[src/rtl/idma_pkg.sv]
// Shared definitions for the iDMA command generators: FSM encoding,
// word size and default bus/counter widths.
package idma_pkg;

    localparam int IDMA_WORD_BYTES   = 32;
    localparam int IDMA_AXI_ADDR_WID = 32;
    localparam int IDMA_LINE_CNT_WID = 16;
    localparam int IDMA_BEAT_CNT_WID = 32;

    typedef enum logic [1:0] {
        IDLE  = 2'd0,
        ISSUE = 2'd1,
        DRAIN = 2'd2
    } idma_state_e;

endpackage

[src/rtl/idma_rd_cmd_gen_if.sv]
// Read-channel request/beat interface between the command generator
// and the 256-bit read channel.
interface idma_rd_cmd_gen_if
    import idma_pkg::*;
#(
    parameter int AXI_ADDR_WID = IDMA_AXI_ADDR_WID
) ();

    logic                    rd_req;
    logic [AXI_ADDR_WID-1:0] rd_addr;
    logic [31:0]             rd_num;
    logic                    rd_addr_ready;
    logic                    beat_fire;

    modport master (
        output rd_req,
        output rd_addr,
        output rd_num,
        input  rd_addr_ready,
        input  beat_fire
    );

    modport slave (
        input  rd_req,
        input  rd_addr,
        input  rd_num,
        output rd_addr_ready,
        output beat_fire
    );

endinterface

[src/rtl/idma_beat_counter.sv]
// Beat counter with loadable target; o_eq_next reports whether the count,
// including this cycle's increment, has reached the target.
module idma_beat_counter #(
    parameter int BEAT_CNT_WID = 32
) (
    input  logic                    i_clk,
    input  logic                    i_rst_n,
    input  logic                    i_clr,
    input  logic                    i_load,
    input  logic [BEAT_CNT_WID-1:0] i_total,
    input  logic                    i_inc,
    output logic                    o_eq_next
);

    logic [BEAT_CNT_WID-1:0] r_total;
    logic [BEAT_CNT_WID-1:0] r_count;
    logic [BEAT_CNT_WID-1:0] w_count_inc;

    assign w_count_inc = r_count + BEAT_CNT_WID'(i_inc);
    assign o_eq_next   = (w_count_inc == r_total);

    // Clear beats load, load beats increment.
    always_ff @(posedge i_clk or negedge i_rst_n) begin
        if (!i_rst_n) begin
            r_total <= '0;
            r_count <= '0;
        end else if (i_clr) begin
            r_total <= '0;
            r_count <= '0;
        end else if (i_load) begin
            r_total <= i_total;
            r_count <= '0;
        end else begin
            r_count <= w_count_inc;
        end
    end

endmodule

[src/rtl/idma_rd_cmd_gen.sv]
// Expands a 2D strided read descriptor into one read request per line and
// signals completion once every requested beat has been consumed.
module idma_rd_cmd_gen
    import idma_pkg::*;
#(
    parameter int AXI_ADDR_WID = IDMA_AXI_ADDR_WID,
    parameter int LINE_CNT_WID = IDMA_LINE_CNT_WID,
    parameter int BEAT_CNT_WID = IDMA_BEAT_CNT_WID
) (
    input  logic                    aclk,
    input  logic                    aresetn,
    input  logic                    cfg_start,
    input  logic                    cfg_abort,
    input  logic [AXI_ADDR_WID-1:0] cfg_base_addr,
    input  logic [LINE_CNT_WID-1:0] cfg_line_words,
    input  logic [AXI_ADDR_WID-1:0] cfg_line_stride,
    input  logic [LINE_CNT_WID-1:0] cfg_line_num,
    idma_rd_cmd_gen_if.master       rd_ch,
    output logic                    busy,
    output logic                    done,
    output logic                    err_cfg,
    output logic [LINE_CNT_WID-1:0] dbg_line_cnt
);

    idma_state_e             r_state;
    idma_state_e             w_state_nxt;
    logic [AXI_ADDR_WID-1:0] r_rd_addr;
    logic [AXI_ADDR_WID-1:0] r_stride;
    logic [31:0]             r_rd_num;
    logic [LINE_CNT_WID-1:0] r_line_num;
    logic [LINE_CNT_WID-1:0] r_line_cnt;
    logic                    r_busy;
    logic                    r_done;
    logic                    r_err_cfg;

    logic                    w_rd_req;
    logic                    w_last_line;
    logic                    w_launch;
    logic                    w_reject;
    logic                    w_finish;
    logic                    w_beat_inc;
    logic                    w_beat_eq_next;
    logic [BEAT_CNT_WID-1:0] w_total;

    assign w_rd_req    = (r_state == ISSUE) && rd_ch.rd_addr_ready;
    assign w_last_line = (r_line_cnt == (r_line_num - LINE_CNT_WID'(1)));
    assign w_beat_inc  = rd_ch.beat_fire && (r_state != IDLE);
    assign w_total     = BEAT_CNT_WID'(cfg_line_words) * BEAT_CNT_WID'(cfg_line_num);

    idma_beat_counter #(
        .BEAT_CNT_WID(BEAT_CNT_WID)
    ) u_beat_cnt (
        .i_clk    (aclk),
        .i_rst_n  (aresetn),
        .i_clr    (cfg_abort),
        .i_load   (w_launch),
        .i_total  (w_total),
        .i_inc    (w_beat_inc),
        .o_eq_next(w_beat_eq_next)
    );

    // Abort overrides every other event, including the last push or beat.
    always_comb begin
        w_state_nxt = r_state;
        w_launch    = 1'b0;
        w_reject    = 1'b0;
        w_finish    = 1'b0;
        if (cfg_abort) begin
            w_state_nxt = IDLE;
        end else begin
            unique case (r_state)
                IDLE: begin
                    if (cfg_start) begin
                        if ((cfg_line_words == '0) || (cfg_line_num == '0)) begin
                            w_reject = 1'b1;
                        end else begin
                            w_launch    = 1'b1;
                            w_state_nxt = ISSUE;
                        end
                    end
                end
                ISSUE: begin
                    if (w_rd_req && w_last_line) begin
                        w_state_nxt = DRAIN;
                    end
                end
                DRAIN: begin
                    if (w_beat_eq_next) begin
                        w_finish    = 1'b1;
                        w_state_nxt = IDLE;
                    end
                end
                default: w_state_nxt = IDLE;
            endcase
        end
    end

    always_ff @(posedge aclk or negedge aresetn) begin
        if (!aresetn) begin
            r_state <= IDLE;
        end else begin
            r_state <= w_state_nxt;
        end
    end

    always_ff @(posedge aclk or negedge aresetn) begin
        if (!aresetn) begin
            r_rd_addr  <= '0;
            r_stride   <= '0;
            r_rd_num   <= '0;
            r_line_num <= '0;
            r_line_cnt <= '0;
            r_busy     <= 1'b0;
            r_done     <= 1'b0;
            r_err_cfg  <= 1'b0;
        end else begin
            r_done    <= w_finish;
            r_err_cfg <= w_reject;
            if (cfg_abort) begin
                r_busy     <= 1'b0;
                r_line_cnt <= '0;
            end else if (w_launch) begin
                r_rd_addr  <= cfg_base_addr;
                r_stride   <= cfg_line_stride;
                r_rd_num   <= 32'(cfg_line_words);
                r_line_num <= cfg_line_num;
                r_line_cnt <= '0;
                r_busy     <= 1'b1;
            end else begin
                // Address wraps freely; 4K splitting happens in the channel.
                if (w_rd_req) begin
                    r_rd_addr  <= r_rd_addr + r_stride;
                    r_line_cnt <= r_line_cnt + LINE_CNT_WID'(1);
                end
                if (w_finish) begin
                    r_busy <= 1'b0;
                end
            end
        end
    end

    assign rd_ch.rd_req  = w_rd_req;
    assign rd_ch.rd_addr = r_rd_addr;
    assign rd_ch.rd_num  = r_rd_num;
    assign busy          = r_busy;
    assign done          = r_done;
    assign err_cfg       = r_err_cfg;
    assign dbg_line_cnt  = r_line_cnt;

endmodule

[src/flat_wrapper.sv]
// flat-port wrapper written by rule: the top's interface ports become plain ports
module idma_rd_cmd_gen_flat import idma_pkg::*;
#(
    parameter int AXI_ADDR_WID = IDMA_AXI_ADDR_WID,
    parameter int LINE_CNT_WID = IDMA_LINE_CNT_WID,
    parameter int BEAT_CNT_WID = IDMA_BEAT_CNT_WID
)
  (aclk, aresetn, cfg_start, cfg_abort, cfg_base_addr, cfg_line_words, cfg_line_stride, cfg_line_num, busy, done, err_cfg, dbg_line_cnt, rd_ch_rd_req, rd_ch_rd_addr, rd_ch_rd_num, rd_ch_rd_addr_ready, rd_ch_beat_fire);
  idma_rd_cmd_gen_if #(.AXI_ADDR_WID(AXI_ADDR_WID)) rd_ch_i ();
  input  logic aclk;
  input  logic aresetn;
  input  logic cfg_start;
  input  logic cfg_abort;
  input  logic [AXI_ADDR_WID-1:0] cfg_base_addr;
  input  logic [LINE_CNT_WID-1:0] cfg_line_words;
  input  logic [AXI_ADDR_WID-1:0] cfg_line_stride;
  input  logic [LINE_CNT_WID-1:0] cfg_line_num;
  output logic busy;
  output logic done;
  output logic err_cfg;
  output logic [LINE_CNT_WID-1:0] dbg_line_cnt;
  output wire logic [$bits(rd_ch_i.rd_req)-1:0] rd_ch_rd_req;
  output wire logic [$bits(rd_ch_i.rd_addr)-1:0] rd_ch_rd_addr;
  output wire logic [$bits(rd_ch_i.rd_num)-1:0] rd_ch_rd_num;
  input wire logic [$bits(rd_ch_i.rd_addr_ready)-1:0] rd_ch_rd_addr_ready;
  input wire logic [$bits(rd_ch_i.beat_fire)-1:0] rd_ch_beat_fire;
  assign rd_ch_rd_req = rd_ch_i.rd_req;
  assign rd_ch_rd_addr = rd_ch_i.rd_addr;
  assign rd_ch_rd_num = rd_ch_i.rd_num;
  assign rd_ch_i.rd_addr_ready = rd_ch_rd_addr_ready;
  assign rd_ch_i.beat_fire = rd_ch_beat_fire;
  idma_rd_cmd_gen #(.AXI_ADDR_WID(AXI_ADDR_WID), .LINE_CNT_WID(LINE_CNT_WID), .BEAT_CNT_WID(BEAT_CNT_WID)) u_core (.aclk(aclk), .aresetn(aresetn), .cfg_start(cfg_start), .cfg_abort(cfg_abort), .cfg_base_addr(cfg_base_addr), .cfg_line_words(cfg_line_words), .cfg_line_stride(cfg_line_stride), .cfg_line_num(cfg_line_num), .rd_ch(rd_ch_i), .busy(busy), .done(done), .err_cfg(err_cfg), .dbg_line_cnt(dbg_line_cnt));
endmodule
[config.mk]
export PLATFORM = sky130hd
export DESIGN_NAME = idma_rd_cmd_gen_flat
export DESIGN_NICKNAME = d
export VERILOG_FILES = /design/src/rtl/idma_pkg.sv /design/src/rtl/idma_rd_cmd_gen_if.sv /design/src/rtl/idma_beat_counter.sv /design/src/rtl/idma_rd_cmd_gen.sv /design/src/flat_wrapper.sv
export SDC_FILE = /design/constraint.sdc
export NUM_CORES = 1
export LEC_CHECK = 0
export BUFFER_PORTS_ARGS = -buffer_cell sky130_fd_sc_hd__buf_4
export CAP_MARGIN = 20
export CELL_PAD_IN_SITES_DETAIL_PLACEMENT = 0
export CELL_PAD_IN_SITES_GLOBAL_PLACEMENT = 1
export CORE_ASPECT_RATIO = 0.6
export CORE_MARGIN = 3
export CORE_UTILIZATION = 47
export DETAILED_ROUTE_END_ITERATION = 16
export PLACE_DENSITY_LB_ADDON = 0.08
export SKIP_CTS_REPAIR_TIMING = 1
export SLEW_MARGIN = 20
export SYNTH_ARGS = -nofsm -noshare
export SYNTH_HDL_FRONTEND = slang
export SYNTH_HIERARCHICAL = 1
export SYNTH_SLANG_ARGS = --single-unit
[constraint.sdc]
create_clock -name aclk -period 4.9 [get_ports aclk]
set_input_delay 0 -clock aclk [delete_from_list [all_inputs] [get_ports aclk]]
set_output_delay 0 -clock aclk [all_outputs]
set_load 0.05 [all_outputs]
### Word level (Yosys, flattened, before mapping)

Index checks and enable logic that the tools add are counted.

* add/subtract/negate cells: 4
* multiply operators: 1
* equality and inequality tests: 8
* multiplexer cells: 29
* bitwise gates (word level): 1
* reduce and logical (&&, ||, !) cells: 15

Operators by type and width (count)
* two-way mux 32 bit: 6
* two-way mux 16 bit: 3
* adder 32 x 1 -> 32 bit: 1
* adder 32 bit: 1
* equality test 32 bit: 1
* zero test 16 bit: 2
* multiplier 16 x 16 -> 32 bit: 1
* adder 16 x 1 -> 16 bit (second input constant): 1
* equality test 16 bit: 1
* subtractor 16 x 1 -> 16 bit (second input constant): 1
* two-way mux 1 bit: 14
* inequality test 3 bit (second input constant): 4
* two-way mux 2 bit: 5
* case mux 2 bit (3 select lines): 1
* nonzero test 2 bit: 3
* nonzero test 3 bit: 2
* AND reduction 2 bit: 2
* AND reduction 4 bit: 1
* logical AND 1 bit: 3
* equality test 2 x 1 -> 1 bit (second input constant): 1
* equality test 2 bit (second input constant): 1
* zero test 2 bit: 1
* logical OR 1 bit: 1
* inverter 1 bit: 1

* flip-flop bits (word level): 181
* input port bits: 102
* output and inout port bits: 84
* logic and storage cells: 69

### Logic depth before layout (Yosys ltp)

* word-level depth: 10
* gate-level depth with buffers: 27
* mapped depth without buffers: 24

### Modules after synthesis

Netlist, hierarchy kept.

Modules (own cells, without submodules)
* idma_rd_cmd_gen: times used 1, cells an instance 1857, area each 15608.7 um^2, seq. area each 2927.8 um^2
* idma_beat_counter: times used 1, cells an instance 398, area each 3916.3 um^2, seq. area each 1601.5 um^2

### Worst setup path before layout

OpenSTA, ideal clock, no wires.

* path kind: input-to-reg
* start: input port cfg_line_num[1]
* end: register u_core.u_beat_cnt.r_total[30]
* library setup time: 0.132 ns
* arrival: 5.841 ns
* slack: -1.073 ns
* stages: 21
* path buffers: 2
* cells stage by stage: clkbuf_1 clkbuf_1 nand2_1 fa_1 fa_1 fa_1 fa_1 inv_1 fa_1 fa_1 ha_1 a21oi_1 o21ai_0 a221o_1 o31a_1 a41o_1 or3_1 a31oi_1 xnor2_1 mux2i_1 nor2_1

RTL lines
* start, declared: line flat_wrapper.sv:17 `input logic [LINE_CNT_WID-1:0] cfg_line_num;`
* multiplier 16 x 16 -> 32 bit: line idma_rd_cmd_gen.sv:48 `assign w_total = BEAT_CNT_WID'(cfg_line_words) * BEAT_CNT_WID'(cfg_line_num);`
* net u_core.w_total[30]: line idma_rd_cmd_gen.sv:43 `logic [BEAT_CNT_WID-1:0] w_total;`
* two-way mux 32 bit: line idma_beat_counter.sv:30 `end else if (i_load) begin`
* two-way mux 32 bit: line idma_beat_counter.sv:27 `end else if (i_clr) begin`
* end signal, assigned: line idma_beat_counter.sv:31 `r_total <= i_total;`
* end, declared: line idma_beat_counter.sv:15 `logic [BEAT_CNT_WID-1:0] r_total;`

The timed path passes the listed nets, and every way through them passes these cells. The select of a mux whose other input is x is not followed.
A chain may end at the register's enable or synchronous reset.

### Worst setup path after layout

* start: input port cfg_line_num[5]
* end: register u_core.u_beat_cnt.r_total[31]

Same word-level chain as after synthesis.

==> impl_metrics.py <==
metrics = {
    "outcome": {
        "status": "finished, violations left",
        "failed_checks": "hold timing, setup timing",
    },
    "clocking": {
        "clkTransAtPathRegs_ps": 70,
        "cts-root-buf": "clkbuf_16",
        "cts_made_buffers": 17,
        "insertion_delay_ps": 450,
        "clk_path_buf_depth": 2,
        "htree_levels": 4,
        "cts_tree": "done",
        "cts.sinks": 181,
    },
    "logic_synthesis": {
        "synth_top_area_cell": "dfrtp_1",
        "synth_area_per_cell_sq_um": 8.66,
        "syn_area_sq_um": 19500,
        "ys_types": 77,
        "yosysSeqAreaShare": 0.232,
        "ys_async_sr_fraction": 1.00,
        "synth_edf_count": 0,
        "yosysTopAreaCellShare": 0.232,
        "synth_seq_cells": 181,
        "yosys_warnings": 6,
        "ys_top_cells_by_count": "393 x nand2_1, 246 x inv_1, 195 x fa_1, 181 x dfrtp_1, 149 x nor2_1",
        "ys.flop_type": "dfrtp_1",
        "yosys-top-cells-area": "dfrtp_1 23%, fa_1 20%, ha_1 8.9%",
        "yosysMostFrequentCell": "nand2_1",
        "syn_inst": 2255,
    },
    "critical_path": {
        "start_kind": "input pin",
        "critPathMaxFanout": 7,
        "critPathArrivalTime_ps": 5730,
        "cp-end-kind": "register",
        "worstSetupPathType": "in2reg",
        "worstPathRequired_ps": 5280,
    },
    "sta": {
        "finalHoldViolCount": 1,
        "fin_hold_ws_ps": -5.14,
        "finalCritPeriodShare": 1.09,
        "setup_viol_count_final": 12,
        "finalClockSkew_ps": 8.18,
        "max-slew-margin-rel": 0.371,
        "worst_slack_ps": -448,
        "max_clock_freq_mhz": 187,
        "rsz0062_at_grt": "yes",
        "worstMarginPinSlew_ps": 919,
        "fin_crit_ps": 5350,
        "maxSlewViolCount": 0,
    },
    "routing": {
        "drtAntennaViolNets": 0,
        "route.detailed.drc": 0,
        "dr_total_vias": 17100,
        "drt_iter0_markers": 1403,
        "route.met2.wl_microns": 23900,
        "wl_per_cell_microns": 19.1,
        "routed_wl_microns": 60400,
        "met1_length_microns": 30500,
        "top_layer": "met4",
        "via_per_inst": 5.40,
        "wl_met3_microns": 5370,
        "first_pass_iters": 5,
    },
    "grt": {
        "grt_usage": 0.268,
        "antenna_found_initial": 0,
        "grt_pass1_wl_microns": 92600,
        "grt_pass1_vias": 16100,
        "grt_max_degree": 105,
        "grt_overflow": 0,
    },
    "power": {
        "pwr_density_cell_nw_per_um2": 703,
        "power.leakage_nw": 12.0,
        "max-vdd-ir-drop_mv": 1.14,
    },
    "die": {
        "dieHeight_microns": 164,
        "start_util": 0.479,
        "io-pin-count": 186,
        "core_area_sq_um": 40700,
        "die_area_sq_um": 44100,
        "die_width_microns": 269,
        "fp-row-count": 57,
    },
    "layout": {
        "nets": 3027,
        "drive_gt1_frac": 0.183,
        "area_growth_pct": 25.0,
        "stdcell_area_sq_um": 24400,
    },
    "job": {
        "max_cap_violations": 0,
    },
    "hold_path": {
        "worst_hold_path_type": "in2reg",
    },
    "place": {
        "place_congestion": 0.949,
        "pre_cts_slack_ps": -971,
        "io_buffers": 169,
        "placed_cell_area_sq_um": 22500,
        "dp_hpwl_microns": 47600,
    },
}
logic make-up (layout without fill, tap and decap cells):
logic type | after synthesis | count (layout) | share of synthesized area
mux | 39 | 39 | 0.0200
other cells | 1 | 17 | 0.000192
xor+xnor | 135 | 135 | 0.0677
buf+inv | 374 | 708 | 0.0759
flops | 181 | 181 | 0.232
fa+ha+maj | 334 | 334 | 0.289
compound gates | 301 | 301 | 0.0959
simple gates | 890 | 890 | 0.219
sequential cells by signal (all words and copies together) (netlist names), 2 cells and up:
register                   count
u_core/dbg_line_cnt           16
u_core/r_line_num             16
u_core/r_state                 2
u_core/r_stride               32
u_core/rd_ch.rd_addr          32
u_core/rd_ch.rd_num           16
u_core/u_beat_cnt/r_count     32
u_core/u_beat_cnt/r_total     32
per-layer routing:
layer / GRT usage / up-vias
met5: 0 / -
li1: - / 7981
met4: 0.0453 / 0
met1: 0.429 / 8494
met3: 0.0745 / 49
met2: 0.357 / 578
worst max-delay path, stage by stage:
cell and delay, ps:
buf_8 110, buf_6 120, and2_4 130, fa_1 510
inv_2 40, fa_1 490, fa_1 580, inv_2 50
fa_1 480, fa_1 520, inv_1 60, fa_1 490
inv_2 50, ha_4 220, a21oi_2 120, nor2_2 70
a2111oi_4 420, a31oi_4 200, a211oi_4 350, nor2b_1 110
a221oi_2 270, xnor2_1 140, mux2i_1 80, nor2_1 110
worst paths after layout:
path / slack [ps] / from / to / cells past startpoint
worst max-delay path: -450 / cfg_line_num[5] / u_core/u_beat_cnt/r_total[31] / 24
worst min-delay path: -5 / cfg_line_words[6] / u_core/rd_ch.rd_num[6] / 4
worst max register to register: 650 / u_core/r_state[0] / u_core/busy / 12
worst min register to register: 480 / u_core/rd_ch.rd_num[6] / u_core/rd_ch.rd_num[6] / 2
max in group asynchronous: 3730 / aresetn / u_core/u_beat_cnt/r_count[28] / 3
min in group asynchronous: 120 / aresetn / u_core/r_stride[0] / 2
layout by cell type (no fill, tap or decap), types with 11 or more instances in the layout:
cell,synthesis,routed
mux2i_1,39,39
nand2b_1,14,14
o21ai_0,63,54
a21o_1,27,27
nor2_1,149,146
dlygate4sd3_1,0,83
ha_1,139,128
o211ai_1,11,11
clkbuf_16,0,18
nor3_1,22,21
a21oi_1,102,90
nand4_1,30,30
and2_1,134,122
nand3_1,39,37
and2_4,0,12
conb_1,1,16
buf_4,17,315
fa_1,195,186
a31oi_1,18,17
and3_1,23,23
or4_1,12,12
xor2_1,53,52
nand2_1,393,390
dfrtp_1,181,181
inv_1,246,233
nor4_1,17,17
buf_6,1,18
xnor2_1,72,70
a21oi_2,0,12
inv_2,1,13
where the power goes:
| group | switching, W | internal [W] | total, W |
|---|---|---|---|
| registers | 0.000254 | 0.00174 | 0.00200 |
| logic | 0.00700 | 0.00664 | 0.0136 |
| clock network | 0.000631 | 0.000886 | 0.00152 |
cell type report:
type	count	area (sq um)
well taps	560	701
fillers	3662	16300
repair buffers	429	3650
clock buffers	21	460
flip-flops and latches	181	4530
inverters	247	930
multi-input cells	1715	14000
diodes	1	2.50
clock inverters	11	173
metrics by stage:
stage	setup TNS, ps	hold WS, ps	util	total power [W]	instances
5_1_grt	-5640	3.26	0.599	0.0186	3164
2_1_floorplan	-3200	-296	-	0.00988	2270
4_1_cts	-4000	-420	0.567	0.0155	3071
3_3_place_gp	-11230	64.9	0.551	0.0138	3039
6_report	-2830	-5.14	0.599	0.0172	3165
3_5_place_dp	-12340	60.2	0.552	0.0139	3039
No activity file was read; power rests on OpenSTA's default activity.
